===== src/rtl/bias_seq_ctrl_if.sv =====
// rtl/bias_seq_ctrl_if.sv - control, ROM and bias-stream bundle for bias_seq_ctrl
// Purpose : groups the sequencer's run control, ROM ports and bias stream.
// Signals : start/busy/done run control; rom_addr_a/rom_addr_b with rom_q_a/rom_q_b
//           for the dual-port ROM; bias_data/bias_idx/bias_valid/bias_ready/bias_last
//           for the bias stream.
// Modports: master = sequencer side, slave = ROM/consumer/control side.
interface bias_seq_ctrl_if #(
  parameter int ADDR_WIDTH = 4,
  parameter int DATA_WIDTH = 128,
  parameter int IDX_WIDTH  = 7
);
  logic                  start;
  logic                  busy;
  logic                  done;
  logic [ADDR_WIDTH-1:0] rom_addr_a;
  logic [ADDR_WIDTH-1:0] rom_addr_b;
  logic [DATA_WIDTH-1:0] rom_q_a;
  logic [DATA_WIDTH-1:0] rom_q_b;
  logic [15:0]           bias_data;
  logic [IDX_WIDTH-1:0]  bias_idx;
  logic                  bias_valid;
  logic                  bias_ready;
  logic                  bias_last;

  modport master (
    input  start, rom_q_a, rom_q_b, bias_ready,
    output busy, done, rom_addr_a, rom_addr_b, bias_data, bias_idx, bias_valid, bias_last
  );

  modport slave (
    output start, rom_q_a, rom_q_b, bias_ready,
    input  busy, done, rom_addr_a, rom_addr_b, bias_data, bias_idx, bias_valid, bias_last
  );
endinterface


===== src/rtl/bias_seq_ctrl.sv =====
// rtl/bias_seq_ctrl.sv - bias ROM sequencer streaming row-pair biases over valid/ready
// Purpose : on start, fetches ROM rows in even/odd pairs (port A even, port B odd),
//           unpacks eight signed 16-bit lanes per row and streams NUM_BIAS biases.
// Ports   : clk - clock; rst - asynchronous active-high reset
//           bus (master) - start/busy/done, rom_addr_a/b, rom_q_a/b,
//                          bias_data/bias_idx/bias_valid/bias_ready/bias_last
// Option  : BIAS_SEQ_PREFETCH_EN - shadow row-pair buffer for gapless streaming.
module bias_seq_ctrl #(
  parameter int ADDR_WIDTH = 4,
  parameter int DEPTH      = 16,
  parameter int DATA_WIDTH = 128,
  parameter int NUM_BIAS   = 122,
  parameter int IDX_WIDTH  = 7
) (
  input logic             clk,
  input logic             rst,
  bias_seq_ctrl_if.master bus
);
  localparam int                    BUF_W      = 2 * DATA_WIDTH;
  localparam int                    LAST_INT   = (NUM_BIAS > 0) ? NUM_BIAS - 1 : 0;
  localparam logic [IDX_WIDTH-1:0]  LP_LAST    = IDX_WIDTH'(LAST_INT);
  localparam logic [IDX_WIDTH-1:0]  LP_IDX_ONE = IDX_WIDTH'(1);
  localparam logic [ADDR_WIDTH:0]   LP_TWO     = (ADDR_WIDTH + 1)'(2);
  localparam logic [ADDR_WIDTH:0]   LP_MAX_B   = (ADDR_WIDTH + 1)'(DEPTH - 1);
  localparam logic [3:0]            LP_WLAST   = 4'(BUF_W / 16 - 1);

  typedef enum logic [2:0] {IDLE, FETCH, LOAD, DRAIN, FIN} state_t;

  state_t                r_state;
  logic [BUF_W-1:0]      r_buf;
  logic [3:0]            r_wptr;
  logic [ADDR_WIDTH-1:0] r_addr_a;
  logic [ADDR_WIDTH-1:0] r_addr_b;
  logic                  r_busy;
  logic                  r_done;
  logic                  r_valid;
  logic                  r_last;
  logic [15:0]           r_data;
  logic [IDX_WIDTH-1:0]  r_idx;

  logic [BUF_W-1:0]      w_q;
  logic [ADDR_WIDTH:0]   w_sum_b;
  logic [ADDR_WIDTH-1:0] w_next_a;
  logic [ADDR_WIDTH-1:0] w_next_b;
  logic [IDX_WIDTH-1:0]  w_idx_inc;
  logic                  w_hs;
  logic                  w_is_last;
  logic                  w_end_buf;
  logic                  w_resume;

  // Word 0 is the top lane of port A; word 15 is the bottom lane of port B.
  function automatic logic [15:0] f_word(input logic [BUF_W-1:0] b, input logic [3:0] k);
    f_word = b[(BUF_W - 1) - 16 * int'(k) -: 16];
  endfunction

  assign w_q       = {bus.rom_q_a, bus.rom_q_b};
  assign w_next_a  = r_addr_a + ADDR_WIDTH'(2);
  // Odd-row address is computed one bit wider so the clamp sees overflow past DEPTH-1.
  assign w_sum_b   = {1'b0, r_addr_b} + LP_TWO;
  assign w_next_b  = (w_sum_b > LP_MAX_B) ? LP_MAX_B[ADDR_WIDTH-1:0] : w_sum_b[ADDR_WIDTH-1:0];
  assign w_idx_inc = r_idx + LP_IDX_ONE;
  assign w_hs      = r_valid & bus.bias_ready;
  assign w_is_last = (r_idx == LP_LAST);
  assign w_end_buf = (r_wptr == LP_WLAST);

`ifdef BIAS_SEQ_PREFETCH_EN
  localparam int                PW     = ADDR_WIDTH + 5;
  localparam logic [PW-1:0]     LP_NUM = PW'(NUM_BIAS);
  logic [BUF_W-1:0]             r_shadow;
  logic                         r_sh_full;
  logic                         r_wait;
  logic [1:0]                   r_pf_pipe;   // [0]: address issued, [1]: ROM data ready
  logic [PW-1:0]                w_next_base;
  logic                         w_more;
  logic [IDX_WIDTH-1:0]         w_idx_nxt;

  // First bias index held by the pair after the one at r_addr_a.
  assign w_next_base = ({5'b0, r_addr_a} + PW'(2)) << 3;
  assign w_more      = (w_next_base < LP_NUM);
  assign w_resume    = r_wait;
  // While waiting the index was already advanced by the word-15 handshake.
  assign w_idx_nxt   = r_wait ? r_idx : w_idx_inc;
`else
  assign w_resume    = 1'b0;
`endif

  always_ff @(posedge clk or posedge rst) begin
    if (rst) begin
      r_state   <= IDLE;
      r_buf     <= '0;
      r_wptr    <= '0;
      r_addr_a  <= '0;
      r_addr_b  <= '0;
      r_busy    <= 1'b0;
      r_done    <= 1'b0;
      r_valid   <= 1'b0;
      r_last    <= 1'b0;
      r_data    <= '0;
      r_idx     <= '0;
`ifdef BIAS_SEQ_PREFETCH_EN
      r_shadow  <= '0;
      r_sh_full <= 1'b0;
      r_wait    <= 1'b0;
      r_pf_pipe <= '0;
`endif
    end else begin
      r_done <= 1'b0;
`ifdef BIAS_SEQ_PREFETCH_EN
      r_pf_pipe <= {r_pf_pipe[0], 1'b0};
      if (r_pf_pipe[1]) begin
        r_shadow  <= w_q;
        r_sh_full <= 1'b1;
      end
`endif
      case (r_state)
        IDLE: begin
          if (bus.start) begin
            r_busy <= 1'b1;
            r_idx  <= '0;
            r_wptr <= '0;
            r_last <= 1'b0;
`ifdef BIAS_SEQ_PREFETCH_EN
            r_sh_full <= 1'b0;
            r_wait    <= 1'b0;
`endif
            if (NUM_BIAS > 0) begin
              r_addr_a <= '0;
              r_addr_b <= ADDR_WIDTH'(1);
              r_state  <= FETCH;
            end else begin
              r_done  <= 1'b1;
              r_state <= FIN;
            end
          end
        end
        FETCH: r_state <= LOAD;
        LOAD: begin
          r_buf   <= w_q;
          r_wptr  <= '0;
          r_data  <= f_word(w_q, 4'd0);
          r_valid <= 1'b1;
          r_last  <= w_is_last;
          r_state <= DRAIN;
`ifdef BIAS_SEQ_PREFETCH_EN
          if (w_more) begin
            r_addr_a  <= w_next_a;
            r_addr_b  <= w_next_b;
            r_pf_pipe <= {r_pf_pipe[0], 1'b1};
          end
`endif
        end
        DRAIN: begin
          if (w_hs && w_is_last) begin
            r_valid <= 1'b0;
            r_last  <= 1'b0;
            r_done  <= 1'b1;
            r_state <= FIN;
          end else if (w_hs && !w_end_buf) begin
            r_idx  <= w_idx_inc;
            r_wptr <= r_wptr + 4'd1;
            r_data <= f_word(r_buf, r_wptr + 4'd1);
            r_last <= (w_idx_inc == LP_LAST);
          end else if (w_hs || w_resume) begin
            if (w_hs) begin
              r_idx <= w_idx_inc;
            end
`ifdef BIAS_SEQ_PREFETCH_EN
            if (r_sh_full) begin
              r_buf     <= r_shadow;
              r_sh_full <= 1'b0;
              r_wait    <= 1'b0;
              r_wptr    <= '0;
              r_data    <= f_word(r_shadow, 4'd0);
              r_valid   <= 1'b1;
              r_last    <= (w_idx_nxt == LP_LAST);
              if (w_more) begin
                r_addr_a  <= w_next_a;
                r_addr_b  <= w_next_b;
                r_pf_pipe <= {r_pf_pipe[0], 1'b1};
              end
            end else begin
              r_valid <= 1'b0;
              r_wait  <= 1'b1;
            end
`else
            r_valid  <= 1'b0;
            r_addr_a <= w_next_a;
            r_addr_b <= w_next_b;
            r_state  <= FETCH;
`endif
          end
        end
        FIN: begin
          r_busy  <= 1'b0;
          r_state <= IDLE;
        end
        default: r_state <= IDLE;
      endcase
    end
  end

  assign bus.busy       = r_busy;
  assign bus.done       = r_done;
  assign bus.rom_addr_a = r_addr_a;
  assign bus.rom_addr_b = r_addr_b;
  assign bus.bias_data  = r_data;
  assign bus.bias_idx   = r_idx;
  assign bus.bias_valid = r_valid;
  assign bus.bias_last  = r_last;
endmodule


===== src/flat_wrapper.sv =====
// flat-port wrapper written by rule: the top's interface ports become plain ports
module bias_seq_ctrl_flat 
#(
  parameter int ADDR_WIDTH = 4,
  parameter int DEPTH      = 16,
  parameter int DATA_WIDTH = 128,
  parameter int NUM_BIAS   = 122,
  parameter int IDX_WIDTH  = 7
)
  (clk, rst, bus_start, bus_rom_q_a, bus_rom_q_b, bus_bias_ready, bus_busy, bus_done, bus_rom_addr_a, bus_rom_addr_b, bus_bias_data, bus_bias_idx, bus_bias_valid, bus_bias_last);
  bias_seq_ctrl_if #(.ADDR_WIDTH(ADDR_WIDTH), .DATA_WIDTH(DATA_WIDTH), .IDX_WIDTH(IDX_WIDTH)) bus_i ();
  input logic clk;
  input logic rst;
  input wire logic [$bits(bus_i.start)-1:0] bus_start;
  input wire logic [$bits(bus_i.rom_q_a)-1:0] bus_rom_q_a;
  input wire logic [$bits(bus_i.rom_q_b)-1:0] bus_rom_q_b;
  input wire logic [$bits(bus_i.bias_ready)-1:0] bus_bias_ready;
  output wire logic [$bits(bus_i.busy)-1:0] bus_busy;
  output wire logic [$bits(bus_i.done)-1:0] bus_done;
  output wire logic [$bits(bus_i.rom_addr_a)-1:0] bus_rom_addr_a;
  output wire logic [$bits(bus_i.rom_addr_b)-1:0] bus_rom_addr_b;
  output wire logic [$bits(bus_i.bias_data)-1:0] bus_bias_data;
  output wire logic [$bits(bus_i.bias_idx)-1:0] bus_bias_idx;
  output wire logic [$bits(bus_i.bias_valid)-1:0] bus_bias_valid;
  output wire logic [$bits(bus_i.bias_last)-1:0] bus_bias_last;
  assign bus_i.start = bus_start;
  assign bus_i.rom_q_a = bus_rom_q_a;
  assign bus_i.rom_q_b = bus_rom_q_b;
  assign bus_i.bias_ready = bus_bias_ready;
  assign bus_busy = bus_i.busy;
  assign bus_done = bus_i.done;
  assign bus_rom_addr_a = bus_i.rom_addr_a;
  assign bus_rom_addr_b = bus_i.rom_addr_b;
  assign bus_bias_data = bus_i.bias_data;
  assign bus_bias_idx = bus_i.bias_idx;
  assign bus_bias_valid = bus_i.bias_valid;
  assign bus_bias_last = bus_i.bias_last;
  bias_seq_ctrl #(.ADDR_WIDTH(ADDR_WIDTH), .DEPTH(DEPTH), .DATA_WIDTH(DATA_WIDTH), .NUM_BIAS(NUM_BIAS), .IDX_WIDTH(IDX_WIDTH)) u_core (.clk(clk), .rst(rst), .bus(bus_i));
endmodule

===== config.mk =====
export PLATFORM = sky130hd
export DESIGN_NAME = bias_seq_ctrl_flat
export DESIGN_NICKNAME = d
export VERILOG_FILES = /design/src/rtl/bias_seq_ctrl_if.sv /design/src/rtl/bias_seq_ctrl.sv /design/src/flat_wrapper.sv
export SDC_FILE = /design/constraint.sdc
export NUM_CORES = 1
export LEC_CHECK = 0
export ABC_AREA = 1
export BUFFER_PORTS_ARGS = -buffer_cell sky130_fd_sc_hd__clkbuf_2
export CAP_MARGIN = 10
export CORE_MARGIN = 4
export CORE_UTILIZATION = 55
export CTS_CLUSTER_SIZE = 12
export DETAILED_ROUTE_END_ITERATION = 10
export GPL_TIMING_DRIVEN = 0
export PLACE_DENSITY = 0.88
export SETUP_SLACK_MARGIN = 0.02
export SKIP_LAST_GASP = 1
export SLEW_MARGIN = 20
export SYNTH_ARGS = -nofsm -noshare
export SYNTH_HDL_FRONTEND = slang
export SYNTH_SLANG_ARGS = --single-unit
export TNS_END_PERCENT = 100

===== constraint.sdc =====
create_clock -name clk -period 14.8 [get_ports clk]
set_clock_uncertainty 0.05 [all_clocks]
set_input_delay 3.7 -clock clk [delete_from_list [all_inputs] [get_ports clk]]
set_output_delay 3.7 -clock clk [all_outputs]
set_load 0.02 [all_outputs]

* Yosys cells after proc, flatten, opt, wreduce, memory -nomap -nowiden
Cells that the tools add are included.
** Storage, ports and cells
- Register bits after elaboration :: 298
- Bits of input ports :: 260
** Operators by class
- Bitwise gates (word level) :: 1
- Add/subtract/negate cells :: 5
- Reductions and logical operators :: 16
- Mux-type cells :: 39
- Eq/ne operators :: 16
- Shifts and indexed selects :: 1
- Order comparisons :: 1
** Operators with widths (count)
- 271-bit by 32-bit indexed part select with 16-bit output :: 1
- 4-bit 2-to-1 mux :: 11
- 16-bit 2-to-1 mux :: 2
- 16-bit case mux with 2 select lines :: 1
- 7-bit 2-to-1 mux :: 4
- 4-bit case mux with 2 select lines :: 2
- 7-bit equality test (second input constant) :: 2
- 7-bit case mux with 2 select lines :: 1
- 3-bit 2-to-1 mux :: 4
- 3-bit case mux with 4 select lines :: 1
- 4-bit case mux with 3 select lines :: 1
- 3-bit AND reduction :: 4
- 1-bit 2-to-1 mux :: 9
- 3-bit by 1-bit inequality test with 1-bit output (second input constant) :: 3
- 8-bit by 8-bit subtractor with 9-bit output (first input constant) :: 1
- 4-bit AND reduction :: 2
- 7-bit by 1-bit adder with 7-bit output (second input constant) :: 1
- 3-bit by 2-bit equality test with 1-bit output (second input constant) :: 2
- 2-bit inequality test (second input constant) :: 3
- 2-bit nonzero test :: 3
- 4-bit by 2-bit adder with 5-bit output (second input constant) :: 1
- 5-bit by 4-bit greater-than comparator with 1-bit output (second input constant) :: 1
- 5-bit AND reduction :: 1
- 4-bit by 1-bit adder with 4-bit output (second input constant) :: 1
- 14 further kinds :: 17

* Longest topological paths before layout
- Word-level depth :: 7
- Depth in mapped cells :: 12

* Least setup slack after synthesis
Ideal clock, no wire load.
- Path type :: in2reg
- Start :: in bus_bias_ready
- End :: reg u_core.r_data[10], in the netlist u_core.bus.bias_data[10]
- Path slack :: 10034 ps
- Arrival :: 4599 ps
- Stages :: 10
- Library setup time :: 116 ps
- Cells stage by stage :: nand2_1 > inv_1 > nand2_1 > nor2_4 > nand2_2 > nand2_1 > inv_2 > buf_2 > nand2_1 > nand2_1
** On the way
- Cells in the longest elaborated chain, start to end :: 4
** RTL lines
- from (decl) :: line flat_wrapper.sv:17 : input wire logic [$bits(bus_i.bias_ready)-1:0] bus_bias_ready;
- 1-bit AND (*) :: line bias_seq_ctrl.sv:62 : assign w_hs = r_valid & bus.bias_ready;
- 1-bit logical AND (on tied branches) :: line bias_seq_ctrl.sv:158, bias_seq_ctrl.sv:153
- 2-bit by 1-bit inequality test with 1-bit output (no source line) or 2-bit inequality test (tied branches)
- 3-bit AND reduction (no source line) (*)
- to (signal assigned) :: line bias_seq_ctrl.sv:140 : r_data <= f_word(w_q, 4'd0);
- to (signal assigned) :: line bias_seq_ctrl.sv:161 : r_data <= f_word(r_buf, r_wptr + 4'd1);
- to (decl) :: line bias_seq_ctrl.sv:38 : logic [15:0] r_data;
Mark *: on every way between the ends. The rest lies on a longest branch, timed or not.
A chain may end at the register's enable or synchronous reset.

* Worst setup path in the final report
- Start :: reg u_core.r_idx[3], in the netlist u_core.bus.bias_idx[3]
- End :: out bus_bias_idx[3]
** RTL lines
- from (decl) :: line bias_seq_ctrl.sv:39 : logic [IDX_WIDTH-1:0] r_idx;
- from (signal assigned) :: line bias_seq_ctrl.sv:159 : r_idx <= w_idx_inc;
- from (signal assigned) :: line bias_seq_ctrl.sv:165 : r_idx <= w_idx_inc;
- to (decl) :: line flat_wrapper.sv:23 : output wire logic [$bits(bus_i.bias_idx)-1:0] bus_bias_idx;
No word-level cell between the ends.

==> impl_metrics.py <==
metrics = {
    "outcome": {
        "status": "completed",
    },
    "critical_path": {
        "cp.depth": 1,
        "max_stage_delay_ns": 0.47,
        "end_kind": "output pin",
        "critical_path_required_ns": 11.05,
        "worst_setup_path_start_kind": "flop",
        "crit_buf_inv": 1,
        "critPathTopFamily": "flip-flops",
        "crit_type": "reg -> out",
        "path_cells": "clkbuf_2",
        "arrival_ns": 1.23,
        "crit_fanout": 7,
        "worstRegToRegCells": 10,
        "cpMaxStageDelayCell": "dfrtp_1",
    },
    "clocking": {
        "cts-resized-gates": 0,
        "post-cts-setup-buffers": 0,
        "tritoncts": "built",
        "cts_sinks": 297,
        "clkSlewWorstSetupHoldPaths_ns": 0.06,
        "h-tree-depth": 1,
        "cts-buffers-inserted": 31,
        "clockRootBuffer": "clkbuf_16",
        "cts_buffer_depth": 3,
        "holdBufCountCts": 0,
        "clk_latency_ns": 0.56,
    },
    "placed_design": {
        "dp_slack_ns": 9.67,
        "portBuffers": 293,
        "dp_hpwl_um": 36500,
        "place_area_mm2": 0.0165,
        "place_inst": 2573,
        "gp_congestion": 0.978,
    },
    "timing": {
        "maxSlewViolCount": 0,
        "setup_viol": 0,
        "period_needed_ns": 4.98,
        "worstMarginPinSlew_ns": 0.700,
        "hold_viol_final": 0,
        "fmax_mhz": 201,
        "fin_crit_sh": 0.336,
        "max-slew-margin-rel": 0.533,
        "rsz0062_at_grt": "false",
        "worst_slack_ns": 9.82,
    },
    "power_and_ir_drop": {
        "cellPowerDensity_mw_per_mm2": 224,
        "peakVddDrop_mv": 0.126,
        "power.leakage_nw": 9.24,
    },
    "grt": {
        "grt_pass1_wl_um": 73500,
        "grt_pass1_vias": 14354,
        "grt_max_degree": 97,
        "track_usage": 0.322,
        "grt_overflow": 0,
        "antenna_found_initial": 7,
    },
    "logic_synthesis": {
        "synth_top_area_frac": 0.512,
        "synthFlopType": "dfrtp_1",
        "synth_area_leaders": "dfrtp_1, nand2_1, o21ai_0, nand3_1, inv_1",
        "yosys.area.top_type": "dfrtp_1",
        "netlist_instances": 1942,
        "synth-seq-cells": 297,
        "ys_warn_count": 0,
        "syn_avg_cell_area_um2": 7.47,
        "ys_async_sr_fraction": 1.00,
        "synth_cell_types": 29,
        "ys_seq_area_frac": 0.512,
        "synth_edf_count": 0,
        "synthesis.area_mm2": 0.0145,
        "synth_nets": 2209,
    },
    "route": {
        "drtIter0Drc": 1787,
        "ant_nets": 0,
        "routed-via-count": 14454,
        "routed_wirelength_um": 47700,
        "dr.pass1.iters": 5,
        "vias_per_cell": 5.50,
        "wl_per_cell_um": 18.2,
        "drcViolationCount": 0,
    },
    "run": {
        "drv_cap": 0,
    },
    "final_layout": {
        "final_area_mm2": 0.0174,
        "area_growth_pct": 19.9,
        "drive_gt1_frac": 0.177,
        "layout_commonest_cell": "nand2_1",
        "instances_no_fill": 2627,
        "layout.nets": 2538,
        "layout_common_cells": "nand2_1, dfrtp_1, clkbuf_2",
    },
    "die": {
        "ios": 295,
        "rows": 59,
        "start_util": 0.559,
        "fp.dieH_um": 170,
        "die_x_um": 170,
        "core_mm2": 0.0260,
        "die-area_mm2": 0.0290,
    },
    "min_path": {
        "hp-class": "reg -> reg",
        "min_path_cells": 2,
    },
}
## kinds of logic after synthesis
kind of cell | synth area share
AOI/OAI and AO/OA | 0.0847
xor gates and xnor gates | 0.00543
adders and majority gates | 0.00603
buffers and inverters | 0.0971
DFF | 0.512
other | 0.000258
and+or+nand+nor | 0.294
## registers in the layout, indices dropped and copies added (netlist names)
register	count
u_core.bus.rom_addr_a	3
u_core.bus.bias_idx	7
u_core.bus.bias_valid	1
u_core.bus.done	1
u_core.r_buf	256
u_core.bus.rom_addr_b	4
u_core.r_state	3
u_core.r_wptr	4
u_core.bus.busy	1
u_core.bus.bias_data	16
u_core.bus.bias_last	1
## metrics by stage
| stage | setup TNS (ns) | power (mW) | util | hold WS [ns] |
|---|---|---|---|---|
| 2_1_floorplan | 0 | 2.52 | - | 0.394 |
| 3_3_place_gp | -2.58 | 3.03 | 0.631 | 0.408 |
| 3_5_place_dp | 0 | 3.11 | 0.635 | 0.411 |
| 4_1_cts | 0 | 3.85 | 0.670 | 0.427 |
| 5_1_grt | 0 | 4.17 | 0.670 | 0.445 |
| 6_report | 0 | 3.89 | 0.670 | 0.428 |
## final cells by class
type                            instances  area, um^2
Buffer                                115         568
Antenna cell                            3        7.51
Inverter                              224         848
Tap cell                              335         419
Multi-Input combinational cell       1306        5670
Fill cell                            2160        8580
Clock inverter                          6        32.5
Timing Repair Buffer                  296        1550
Sequential cell                       297        7430
Clock buffer                           45         878
## cells in the mapped netlist (4+ instances only)
cell type,n
nand2_1,707
dfrtp_1,297
o21ai_0,229
inv_1,218
nand3_1,195
nor2_1,133
clkbuf_1,60
buf_2,36
nand3_2,9
buf_1,7
ha_1,7
o211ai_1,6
clkbuf_8,5
buf_6,4
inv_2,4
nand4_1,4
## layer usage
layer / track usage / vias up / routed length [um]
li1: - / 6659 / -
met1: 0.425 / 6745 / 18200
met2: 0.506 / 865 / 21700
met3: 0.0734 / 177 / 5180
met4: 0.158 / 8 / 2600
met5: 0 / - / 50
## final timing paths
| path | from | end | slack, ns |
|---|---|---|---|
| worst max-delay path | u_core.bus.bias_idx[3]$_DFFE_PP0P_ | bus_bias_idx[3] | 9.82 |
| worst min-delay path | u_core.r_buf[247]$_DFFE_PP0P_ | u_core.r_buf[247]$_DFFE_PP0P_ | 0.43 |
| worst max register to register | u_core.r_wptr[1]$_DFFE_PP0P_ | u_core.bus.bias_data[6]$_DFFE_PP0P_ | 12.38 |
| worst min register to register | u_core.r_buf[247]$_DFFE_PP0P_ | u_core.r_buf[247]$_DFFE_PP0P_ | 0.43 |
| max in group asynchronous | rst | u_core.bus.rom_addr_a[2]$_DFFE_PP0P_ | 10.49 |
| min in group asynchronous | rst | u_core.r_buf[58]$_DFFE_PP0P_ | 3.06 |
## power breakdown
group / internal, mW / leakage [nW] / switching, mW
clock: 0.406 / 0.448 / 0.316
sequential: 1.20 / 3.67 / 0.156
combinational: 0.553 / 5.12 / 1.27
(Power assumes the default switching activity.)
